--- config.mk ---
export PLATFORM = sky130hd
export DESIGN_NAME = bck_fetch_stage3
export DESIGN_NICKNAME = d
export VERILOG_FILES = /design/src/rtl/smem_pkg.sv /design/src/rtl/bck_rd_hold.sv /design/src/rtl/bck_fetch_stage3.sv
export SDC_FILE = /design/constraint.sdc
export NUM_CORES = 2
export LEC_CHECK = 0
export CORE_AREA = 2 2 408 410
export CTS_BUF_LIST = sky130_fd_sc_hd__clkbuf_4 sky130_fd_sc_hd__clkbuf_8
export DETAILED_ROUTE_END_ITERATION = 10
export DIE_AREA = 0 0 410 412
export SETUP_SLACK_MARGIN = 0.4
export SLEW_MARGIN = 0
export SYNTH_ARGS = -nofsm -noshare
export SYNTH_HDL_FRONTEND = slang
export SYNTH_SLANG_ARGS = --single-unit
--- constraint.sdc ---
create_clock -name clk -period 3.2 [get_ports clk]
set_input_delay 0.64 -clock clk [delete_from_list [all_inputs] [get_ports clk]]
set_output_delay 0.64 -clock clk [all_outputs]
set_load 0.03 [all_outputs]
--- src/rtl/smem_pkg.sv ---
// Shared definitions for the backward-extension pipeline: stage status codes,
// curr-queue entry layout and the ambiguous-base character.
package smem_pkg;

  // One-hot stage status; all-zero marks an empty slot.
  localparam logic [5:0] BUBBLE  = 6'b000000;
  localparam logic [5:0] F_INIT  = 6'b000001;
  localparam logic [5:0] F_RUN   = 6'b000010;
  localparam logic [5:0] F_BREAK = 6'b000100;
  localparam logic [5:0] BCK_INI = 6'b001000;
  localparam logic [5:0] BCK_RUN = 6'b010000;
  localparam logic [5:0] BCK_END = 6'b100000;

  // Sideband {primary[63:0], min_intv[6:0], new_size[6:0], new_last_size[6:0],
  //           finish_sign, iteration_boundary}
  localparam int unsigned SIDE_W = 87;

  localparam logic [7:0] BASE_AMBIG = 8'd4;

  typedef struct packed {
    logic [63:0] info;
    logic [63:0] x2;
    logic [63:0] x1;
    logic [63:0] x0;
  } curr_t;

  // Characters above 3 are not A/C/G/T and collapse to the ambiguous code.
  function automatic logic [7:0] base_char(input logic ambig, input logic [7:0] raw);
    return (ambig || (raw > 8'd3)) ? BASE_AMBIG : raw;
  endfunction

endpackage

--- src/rtl/bck_rd_hold.sv ---
// Return-path selector for one synchronous-read RAM port: keeps the read data
// alive across a stall and substitutes same-cycle write data when bypassed.
module bck_rd_hold #(
  parameter int unsigned WIDTH = 8
) (
  input  logic             clk,
  input  logic             rst,
  input  logic             stall,
  input  logic             byp_en,
  input  logic [WIDTH-1:0] byp_data,
  input  logic [WIDTH-1:0] rd_data,
  output logic [WIDTH-1:0] data_out
);

  logic             fresh_q, fresh_d;
  logic             hold_v_q, hold_v_d;
  logic [WIDTH-1:0] hold_q, hold_d;
  logic             byp_v_q, byp_v_d;
  logic [WIDTH-1:0] byp_q, byp_d;

  // fresh_q: RAM output this cycle belongs to the read issued last cycle.
  // Only that cycle's data is worth holding; later stall cycles see other addresses.
  always_comb begin
    fresh_d  = ~stall;
    hold_v_d = hold_v_q;
    hold_d   = hold_q;
    byp_v_d  = byp_v_q;
    byp_d    = byp_q;
    if (!stall) begin
      hold_v_d = 1'b0;
      byp_v_d  = byp_en;
      byp_d    = byp_en ? byp_data : '0;
    end else if (fresh_q) begin
      hold_v_d = 1'b1;
      hold_d   = rd_data;
    end
  end

  // State update with asynchronous clear.
  always_ff @(posedge clk or negedge rst) begin
    if (!rst) begin
      fresh_q  <= 1'b0;
      hold_v_q <= 1'b0;
      hold_q   <= '0;
      byp_v_q  <= 1'b0;
      byp_q    <= '0;
    end else begin
      fresh_q  <= fresh_d;
      hold_v_q <= hold_v_d;
      hold_q   <= hold_d;
      byp_v_q  <= byp_v_d;
      byp_q    <= byp_d;
    end
  end

  assign data_out = byp_v_q ? byp_q : (hold_v_q ? hold_q : rd_data);

endmodule

--- src/rtl/bck_fetch_stage3.sv ---
// Backward-extension fetch stage: issues curr-queue and read-base reads for
// each BCK token and returns the fetched data aligned with its sidebands.
module bck_fetch_stage3
  import smem_pkg::*;
#(
  parameter int unsigned READ_NUM_WIDTH = 10,
  parameter int unsigned ADDR_W         = 7,
  parameter int unsigned CURR_W         = 256
) (
  input  logic                        clk,
  input  logic                        rst,
  input  logic                        stall,
  input  logic [5:0]                  status_in,
  input  logic [READ_NUM_WIDTH-1:0]   read_num_in,
  input  logic [ADDR_W-1:0]           rd_addr_in,
  input  logic [ADDR_W-1:0]           bck_i_in,
  input  logic [ADDR_W-1:0]           bck_j_in,
  input  logic [SIDE_W-1:0]           side_in,
  output logic [ADDR_W-1:0]           cq_rd_addr,
  input  logic [CURR_W-1:0]           cq_rd_data,
  input  logic                        cq_wr_en,
  input  logic [ADDR_W-1:0]           cq_wr_addr,
  input  logic [CURR_W-1:0]           cq_wr_data,
  output logic [READ_NUM_WIDTH+ADDR_W-1:0] base_rd_addr,
  input  logic [7:0]                  base_rd_data,
  output logic [5:0]                  status_out,
  output logic [CURR_W-1:0]           curr_out,
  output logic [7:0]                  output_c,
  output logic [SIDE_W-1:0]           side_out,
  output logic [READ_NUM_WIDTH-1:0]   read_num_out,
  output logic [ADDR_W-1:0]           bck_i_out,
  output logic [ADDR_W-1:0]           bck_j_out
);

  logic is_run, is_ini, take, byp_en;
  logic [ADDR_W-1:0] base_pos;

  // Stage A: token captured alongside the RAM reads it issued.
  logic [5:0]                a_status_q, a_status_d;
  logic [READ_NUM_WIDTH-1:0] a_read_num_q, a_read_num_d;
  logic [ADDR_W-1:0]         a_bck_i_q, a_bck_i_d;
  logic [ADDR_W-1:0]         a_bck_j_q, a_bck_j_d;
  logic [SIDE_W-1:0]         a_side_q, a_side_d;
  logic                      a_live_q, a_live_d;
  logic                      a_ambig_q, a_ambig_d;

  // Stage B: registered outputs.
  logic [5:0]                b_status_q, b_status_d;
  logic [CURR_W-1:0]         b_curr_q, b_curr_d;
  logic [7:0]                b_c_q, b_c_d;
  logic [SIDE_W-1:0]         b_side_q, b_side_d;
  logic [READ_NUM_WIDTH-1:0] b_read_num_q, b_read_num_d;
  logic [ADDR_W-1:0]         b_bck_i_q, b_bck_i_d;
  logic [ADDR_W-1:0]         b_bck_j_q, b_bck_j_d;

  logic [CURR_W-1:0] curr_fetch;
  logic [7:0]        base_fetch;

  // Read issue: addresses come straight from the incoming token.
  always_comb begin
    is_run     = (status_in == BCK_RUN);
    is_ini     = (status_in == BCK_INI);
    take       = is_run | is_ini;
    base_pos   = (bck_i_in != '0) ? (bck_i_in - ADDR_W'(1)) : '0;
    cq_rd_addr   = rd_addr_in;
    base_rd_addr = {read_num_in, base_pos};
    // RAM returns old data on read-during-write, so forward the write here.
    byp_en     = is_run & cq_wr_en & (cq_wr_addr == rd_addr_in);
  end

  // Stage A next state: non-BCK tokens collapse to an all-zero bubble.
  always_comb begin
    a_status_d   = a_status_q;
    a_read_num_d = a_read_num_q;
    a_bck_i_d    = a_bck_i_q;
    a_bck_j_d    = a_bck_j_q;
    a_side_d     = a_side_q;
    a_live_d     = a_live_q;
    a_ambig_d    = a_ambig_q;
    if (!stall) begin
      a_status_d   = take ? status_in : BUBBLE;
      a_read_num_d = take ? read_num_in : '0;
      a_bck_i_d    = take ? bck_i_in : '0;
      a_bck_j_d    = take ? bck_j_in : '0;
      a_side_d     = take ? side_in : '0;
      a_live_d     = is_run;
      a_ambig_d    = take & ((bck_i_in == '0) | side_in[0]);
    end
  end

  // Stage B next state: only live reads use RAM data; INI yields zeros.
  always_comb begin
    b_status_d   = b_status_q;
    b_curr_d     = b_curr_q;
    b_c_d        = b_c_q;
    b_side_d     = b_side_q;
    b_read_num_d = b_read_num_q;
    b_bck_i_d    = b_bck_i_q;
    b_bck_j_d    = b_bck_j_q;
    if (!stall) begin
      b_status_d   = a_status_q;
      b_curr_d     = a_live_q ? curr_fetch : '0;
      b_c_d        = a_live_q ? base_char(a_ambig_q, base_fetch) : 8'd0;
      b_side_d     = a_side_q;
      b_read_num_d = a_read_num_q;
      b_bck_i_d    = a_bck_i_q;
      b_bck_j_d    = a_bck_j_q;
    end
  end

  // Pipeline registers with asynchronous clear.
  always_ff @(posedge clk or negedge rst) begin
    if (!rst) begin
      a_status_q   <= BUBBLE;
      a_read_num_q <= '0;
      a_bck_i_q    <= '0;
      a_bck_j_q    <= '0;
      a_side_q     <= '0;
      a_live_q     <= 1'b0;
      a_ambig_q    <= 1'b0;
      b_status_q   <= BUBBLE;
      b_curr_q     <= '0;
      b_c_q        <= 8'd0;
      b_side_q     <= '0;
      b_read_num_q <= '0;
      b_bck_i_q    <= '0;
      b_bck_j_q    <= '0;
    end else begin
      a_status_q   <= a_status_d;
      a_read_num_q <= a_read_num_d;
      a_bck_i_q    <= a_bck_i_d;
      a_bck_j_q    <= a_bck_j_d;
      a_side_q     <= a_side_d;
      a_live_q     <= a_live_d;
      a_ambig_q    <= a_ambig_d;
      b_status_q   <= b_status_d;
      b_curr_q     <= b_curr_d;
      b_c_q        <= b_c_d;
      b_side_q     <= b_side_d;
      b_read_num_q <= b_read_num_d;
      b_bck_i_q    <= b_bck_i_d;
      b_bck_j_q    <= b_bck_j_d;
    end
  end

  bck_rd_hold #(
    .WIDTH (CURR_W)
  ) u_curr_hold (
    .clk      (clk),
    .rst      (rst),
    .stall    (stall),
    .byp_en   (byp_en),
    .byp_data (cq_wr_data),
    .rd_data  (cq_rd_data),
    .data_out (curr_fetch)
  );

  // The base RAM has no write port here, so its bypass is tied off.
  bck_rd_hold #(
    .WIDTH (8)
  ) u_base_hold (
    .clk      (clk),
    .rst      (rst),
    .stall    (stall),
    .byp_en   (1'b0),
    .byp_data (8'd0),
    .rd_data  (base_rd_data),
    .data_out (base_fetch)
  );

  assign status_out   = b_status_q;
  assign curr_out     = b_curr_q;
  assign output_c     = b_c_q;
  assign side_out     = b_side_q;
  assign read_num_out = b_read_num_q;
  assign bck_i_out    = b_bck_i_q;
  assign bck_j_out    = b_bck_j_q;

endmodule

---- Yosys cells after proc, flatten, opt, wreduce, memory -nomap -nowiden ----
Cells that the tools add are included.
storage, ports and cells
  register bits after elaboration ......... 1023
  bits of input ports ..................... 655
  output and inout bits ................... 405
  logic and storage cells ................. 51
cells by class
  add/sub/neg operators ................... 1
  magnitude comparators ................... 1
  equal/unequal tests ..................... 4
  muxes and demuxes ....................... 15
  bitwise logic cells ..................... 6
  reductions and logical operators ........ 4
operators with widths
  cell                                                                             count
  256-bit 2-to-1 mux                                                               4
  87-bit 2-to-1 mux                                                                1
  8-bit 2-to-1 mux                                                                 3
  7-bit 2-to-1 mux                                                                 3
  10-bit 2-to-1 mux                                                                1
  8-bit by 2-bit greater-than comparator with 1-bit output, second input constant  1
  7-bit == test                                                                    1
  7-bit logical NOT                                                                1
  7-bit nonzero test                                                               1
  7-bit by 1-bit subtractor with 7-bit output, second input constant               1
  6-bit by 4-bit == test with 1-bit output, second input constant                  1
  6-bit by 5-bit == test with 1-bit output, second input constant                  1
  6-bit 2-to-1 mux                                                                 1
  1-bit bitwise AND                                                                3
  1-bit 2-to-1 mux                                                                 2
  2-bit by 1-bit != test with 1-bit output, second input constant                  1
  1-bit OR                                                                         2
  2-bit AND reduction                                                              1
  1-bit logical OR                                                                 1
  1-bit NOT                                                                        1

---- Depth between registers and ports, before layout ----
  word-level depth ........................ 5
  mapped depth ............................ 8
  gate-level depth less buffers ........... 6

---- Hierarchy ----
A second synthesis with hierarchy kept.
unflattened totals
  cell total of the unflattened synthesis .. 4302
  area, all modules ....................... 45751.4 um^2
modules (own cells, without submodules)
  module                     times used  cells each  area each (um^2)  sequential area each (um^2)
  bck_rd_hold (u_curr_hold)  1           2512        25738.4           12887.4
  bck_fetch_stage3           1           1705        19100.8           12512.0
  bck_rd_hold (u_base_hold)  1           85          912.1             475.5

---- Least setup slack after synthesis ----
OpenSTA, ideal clock, no wires.
  kind .................................... input-to-output
  start ................................... input bck_i_in[5]
  end ..................................... output base_rd_addr[3]
  arrival time ............................ 1.698 ns
  data required time ...................... 2.560 ns
  path slack .............................. 0.862 ns
  cell stages on the path ................. 3
  buffers on the path ..................... 0
  cell sequence ........................... or3_1 -> nor3_1 -> nor2_1
between the ends
  word-level cells in the longest chain between the ends .. 2
ends and longest elaborated chain
  element             line                    source
  start, declared     bck_fetch_stage3.sv:16  input logic [ADDR_W-1:0] bck_i_in,
  7-bit nonzero test  bck_fetch_stage3.sv:64  base_pos = (bck_i_in != '0) ? (bck_i_in - ADDR_W'(1)) : '0;
  7-bit 2-to-1 mux    bck_fetch_stage3.sv:64
  end, declared       bck_fetch_stage3.sv:24  output logic [READ_NUM_WIDTH+ADDR_W-1:0] base_rd_addr,
Every way passes these cells.

---- Worst setup path in the final report ----
  start ................................... input bck_i_in[1]
  end ..................................... output base_rd_addr[2]
between the ends
  word-level cells in the longest chain between the ends .. 2
  elaborated cells on any way between the ends .. 3
  those cells by class .................... add/sub (1); mux (1); reduce/logical (1)
ends and longest elaborated chain
  element                                                                                   line
  7-bit by 1-bit subtractor with 7-bit output / 7-bit nonzero test (equally long branches)  bck_fetch_stage3.sv:64
  7-bit 2-to-1 mux *                                                                        bck_fetch_stage3.sv:64
Every way passes the cells marked *; elsewhere a longest branch is shown, timed or not.

==> summary.md <==
| Metric | Value |
|---|---|
| Hpwl dp | 107700 microns |
| Crit path cell chain | clkdlybuf4s50_1 > inv_1 > ha_2 > nand2b_4 > nor3_4 > buf_4 > a21oi_1 > buf_4 |
| CTS sink cnt | 1023 |
| Clk Latency, worst-skew pair | 910 ps |
| Synth area leader | dfrtp_1 |
| H-tree Lvls | 4 |
| Ys flop type | dfrtp_1 |
| Gr usage total | 17.30% |
| Req. time, crit path | 2560 ps |
| Design Power | 30.33 mW |
| Status | completed |
| CP peak stage delay | ~470 ps |
| Area Growth Syn to Fin | 41.60% |
| Final Non-Filler Cells | 6609 |
| CP bufs+invs | 4 |
| Total gr overflow | 0 |
| Pre-antenna DRT Iters | 5 |
| Element type at the critical path start | input pin |
| Worst Skew | 46.55 ps |
| Hold crit path type | input pin to flop |
| Core Box Area | between 150000 and 200000 sq um |
| # DRC | 0 |
| Largest family of logic cells by synthesized area | multiplexers |
| Avg Inst Size Synth | 13.60 sq um |
| # setup viols final | 0 |
| Drt initial violations | 1925 |
| Net Count, Synth | between 3000 and 4000 |
| Number of fill cells | 15848 |
| Count of cell types in the netlist | 34 |
| Yosys top cell area share | 60.18% |
| Routed vias | around 30000 |
| Fmax | 362.5 MHz |
| DP Worst Slack | -9.702 ps |
| Worst slew pin tran | 1155 ps |
| Fin crit period | 2758 ps |
| Post-synthesis compound-gate area fraction | 10.70% |
| Mux contribution to synthesized area | between 20% and 30% |
| Top delay family on crit path | buffers and inverters |
| Area share of and/or/nand/nor cells after synthesis | around 2.9% |
| Final worst slack | 441.5 ps |
| Slew Viols, Final | 0 |
| Synth Register Bits | 1023 |
| Crit path kind | input pin to primary output |
| Worst vdd ir | 402.9 uV |
| Pin count of the biggest net entering global routing | 182 |
| Main area contributors after synthesis | dfrtp_1 60%, mux2_2 17%, a22o_1 7.6% |
| CTS buffer count | 183 |
| Max FO, Critical Path | 4 |
| Die H | 412 microns |
| Worst EP arrival | 2120 ps |
| Die ar. | 168900 sq um |
| Crit end category | primary output |
| Final WL | 150100 microns |
| Cell area after layout | 60230 sq um |
| Post-synth EDFFs | 0 |
| Initial Util | 25.90% |
| Max Cap Viol | 0 |
| Clock slew at reported path FFs | 60 ps |
| Nets | 4906 |
| WL/cell | 22.72 microns |
| Asr flop ratio synth | 100.0% |
| CTS tree | done |
| Io pins | about 1100 |
| Slew HR | 22.98% |
| Min-delay src | side_in[56] |
| Worst Hold Path EP | a_side_q[56] |
| Number of global-route vias before repair | between 30000 and 40000 |
| Synth Area in XOR/XNOR | 0.2265% |
| Die span in x | 410 microns |
| WHS Path Cells | 2 |
| R2R depth | 4 |
| Initial antenna violation count | 51 |
| PwrDens | roughly 500 nW/um^2 |
| RSZ-0062 raised after global routing | true |
| Final Hold Fails | 0 |
| Buffers on Ports | 1059 |
| Yosys warning total | 0 |
| RR Startpoint | u_curr_hold.byp_v_q |
| Post-CTS Setup Bufs | 0 |
| Placed cell areas | 56200 sq um |
| R2r setup slk | 1180 ps |
| Max clock buf depth | 3 |
| Netlist Area Pre-Place | 42540 sq um |
| Root buffer cell | clkbuf_8 |
| CP most frequent cell | buf_4 |
| Slowest CP cell | clkdlybuf4s50_1 |
| Seq/Total Area, Yosys | 60.18% |
| Global-route wire length before repair | 218600 microns |
| Final antenna-violating net count | 0 |
| Worst R2R End | curr_out[136] |
| Fin crit share | a little under nine tenths |
| Fraction of layout cells with a size suffix above 1 | 25.57% |
| Adder-cell share of the synthesized area | 0.02941% |
| Post-DR vias/cell | 4.596 |
| # rows | 149 |
| Worst hold slack | 326.3 ps |
| RePlAce Congestion | slightly below 0.9 |
| P_leak | 25.99 nW |
| Post-Syn Instances | 3128 |
| Placed Instances | around 6300 |
[how the worst max path moves through the flow]
stage / start / to / slack [ps] / depth (start not counted)
after floorplan: bck_i_in[5] / base_rd_addr[3] / 860 / 3
after global placement: bck_i_in[1] / base_rd_addr[4] / 5 / 8
after detailed placement: bck_i_in[1] / base_rd_addr[4] / -10 / 7
after CTS: bck_i_in[1] / base_rd_addr[4] / 320 / 8
after global routing: bck_i_in[1] / base_rd_addr[2] / 400 / 8
final: bck_i_in[1] / base_rd_addr[2] / 440 / 8
[area by class of cell]
| type | count | area, sq um | area share [%] |
|---|---|---|---|
| Inverter | 3 | 11.26 | 0.01870 |
| Clock inverter | 33 | 319.1 | 0.5297 |
| Tap cell | 2189 | 2739 | 4.547 |
| Multi-Input combinational cell | 1844 | 15720 | 26.09 |
| Sequential cell | 1023 | 25610 | 42.51 |
| Timing Repair Buffer | 1195 | 12140 | 20.15 |
| Clock buffer | 297 | 3643 | 6.049 |
| Antenna cell | 25 | 62.56 | 0.1039 |
[logic make-up (layout without fill, tap and decap cells)]
| logic type | count (synthesis) | in the layout |
|---|---|---|
| and+or+nand+nor | 306 | 306 |
| AOI/OAI and AO/OA | 631 | 631 |
| buffers and inverters | 261 | 1528 |
| xor gates and xnor gates | 11 | 11 |
| other | 0 | 25 |
| DFF | 1023 | 1023 |
| adders and majority gates | 1 | 1 |
| muxes | 895 | 895 |
[worst reg2reg max path, cell delays in order (launching register included)]
cell and delay [ps]:
dfrtp_4 660, buf_12 320, buf_12 420, mux2i_1 390
o21ai_0 120
[what timing repair did]
action | in CTS | in global routing
resized for setup | 57 | 6
gates cloned | 0 | 0
endpoints found under the setup margin | 52 | 5
endpoints found under the hold margin | 29 | 0
pin swaps | 1 | 1
hold buffers | 2 | 0
[state kept, by name (all words and copies together), names as in the netlist, 6 cells and up]
name                count
status_out              6
a_side_q               87
curr_out              256
bck_i_out               7
side_out               87
output_c                8
u_curr_hold.byp_q     256
a_read_num_q           10
a_bck_j_q               7
a_status_q              6
u_curr_hold.hold_q    256
bck_j_out               7
u_base_hold.hold_q      8
a_bck_i_q               7
read_num_out           10
[cells in the final DEF (no fill, tap or decap), types with 3 or more instances in the layout]
cell	netlist	final
o21ai_0	257	257
clkinv_2	0	14
clkbuf_4	0	71
bufinv_16	0	3
dfrtp_1	1023	1021
nor4_1	3	3
diode_2	0	25
mux2i_1	258	258
clkinvlp_4	0	7
inv_1	3	3
clkdlybuf4s50_1	0	1004
nor2_1	10	9
nand2_1	269	267
dlygate4sd2_1	0	45
xnor2_1	9	9
buf_4	38	92
inv_6	0	3
buf_12	0	45
and2_1	9	9
mux2_2	637	637
clkbuf_8	0	226
a22o_1	368	368
[report_power, final]
part	leakage [nW]	internal (mW)	switching, mW
sequential	13.7	13.5	0.263
combinational	10.2	1.88	1.51
clock	2.10	7.46	5.70
[cells in the mapped netlist, types with 2 or more instances]
cell type  instances
dfrtp_1         1023
mux2_2           637
a22o_1           368
nand2_1          269
mux2i_1          258
o21ai_0          257
clkbuf_1         116
buf_2             97
buf_4             38
nor2_1            10
and2_1             9
xnor2_1            9
buf_6              5
inv_1              3
nor4_1             3
a21oi_1            2
buf_1              2
nand2b_1           2
nand4_1            2
nor3_1             2
o31ai_1            2
xor2_1             2
[per-stage QoR]
step | TNS, ps | util, %
finish | 0 | 36.67
global route | 0 | 36.66
CTS | 0 | 36.63
detailed placement | -9.702 | 34.22
global placement | 0 | 34.22
floorplan | 0 | -
[layer usage]
metal	GRT usage, %	part of all wire (%)	up-vias	wire [microns]
met1	21.11	41	15428	61580
met5	0	0.22	-	329
met2	28.17	48	993	72460
li1	-	-	13627	-
met4	7.080	3.4	50	5106
met3	5.561	7.1	277	10670
Note: power is estimated with default switching activity, not from simulation.
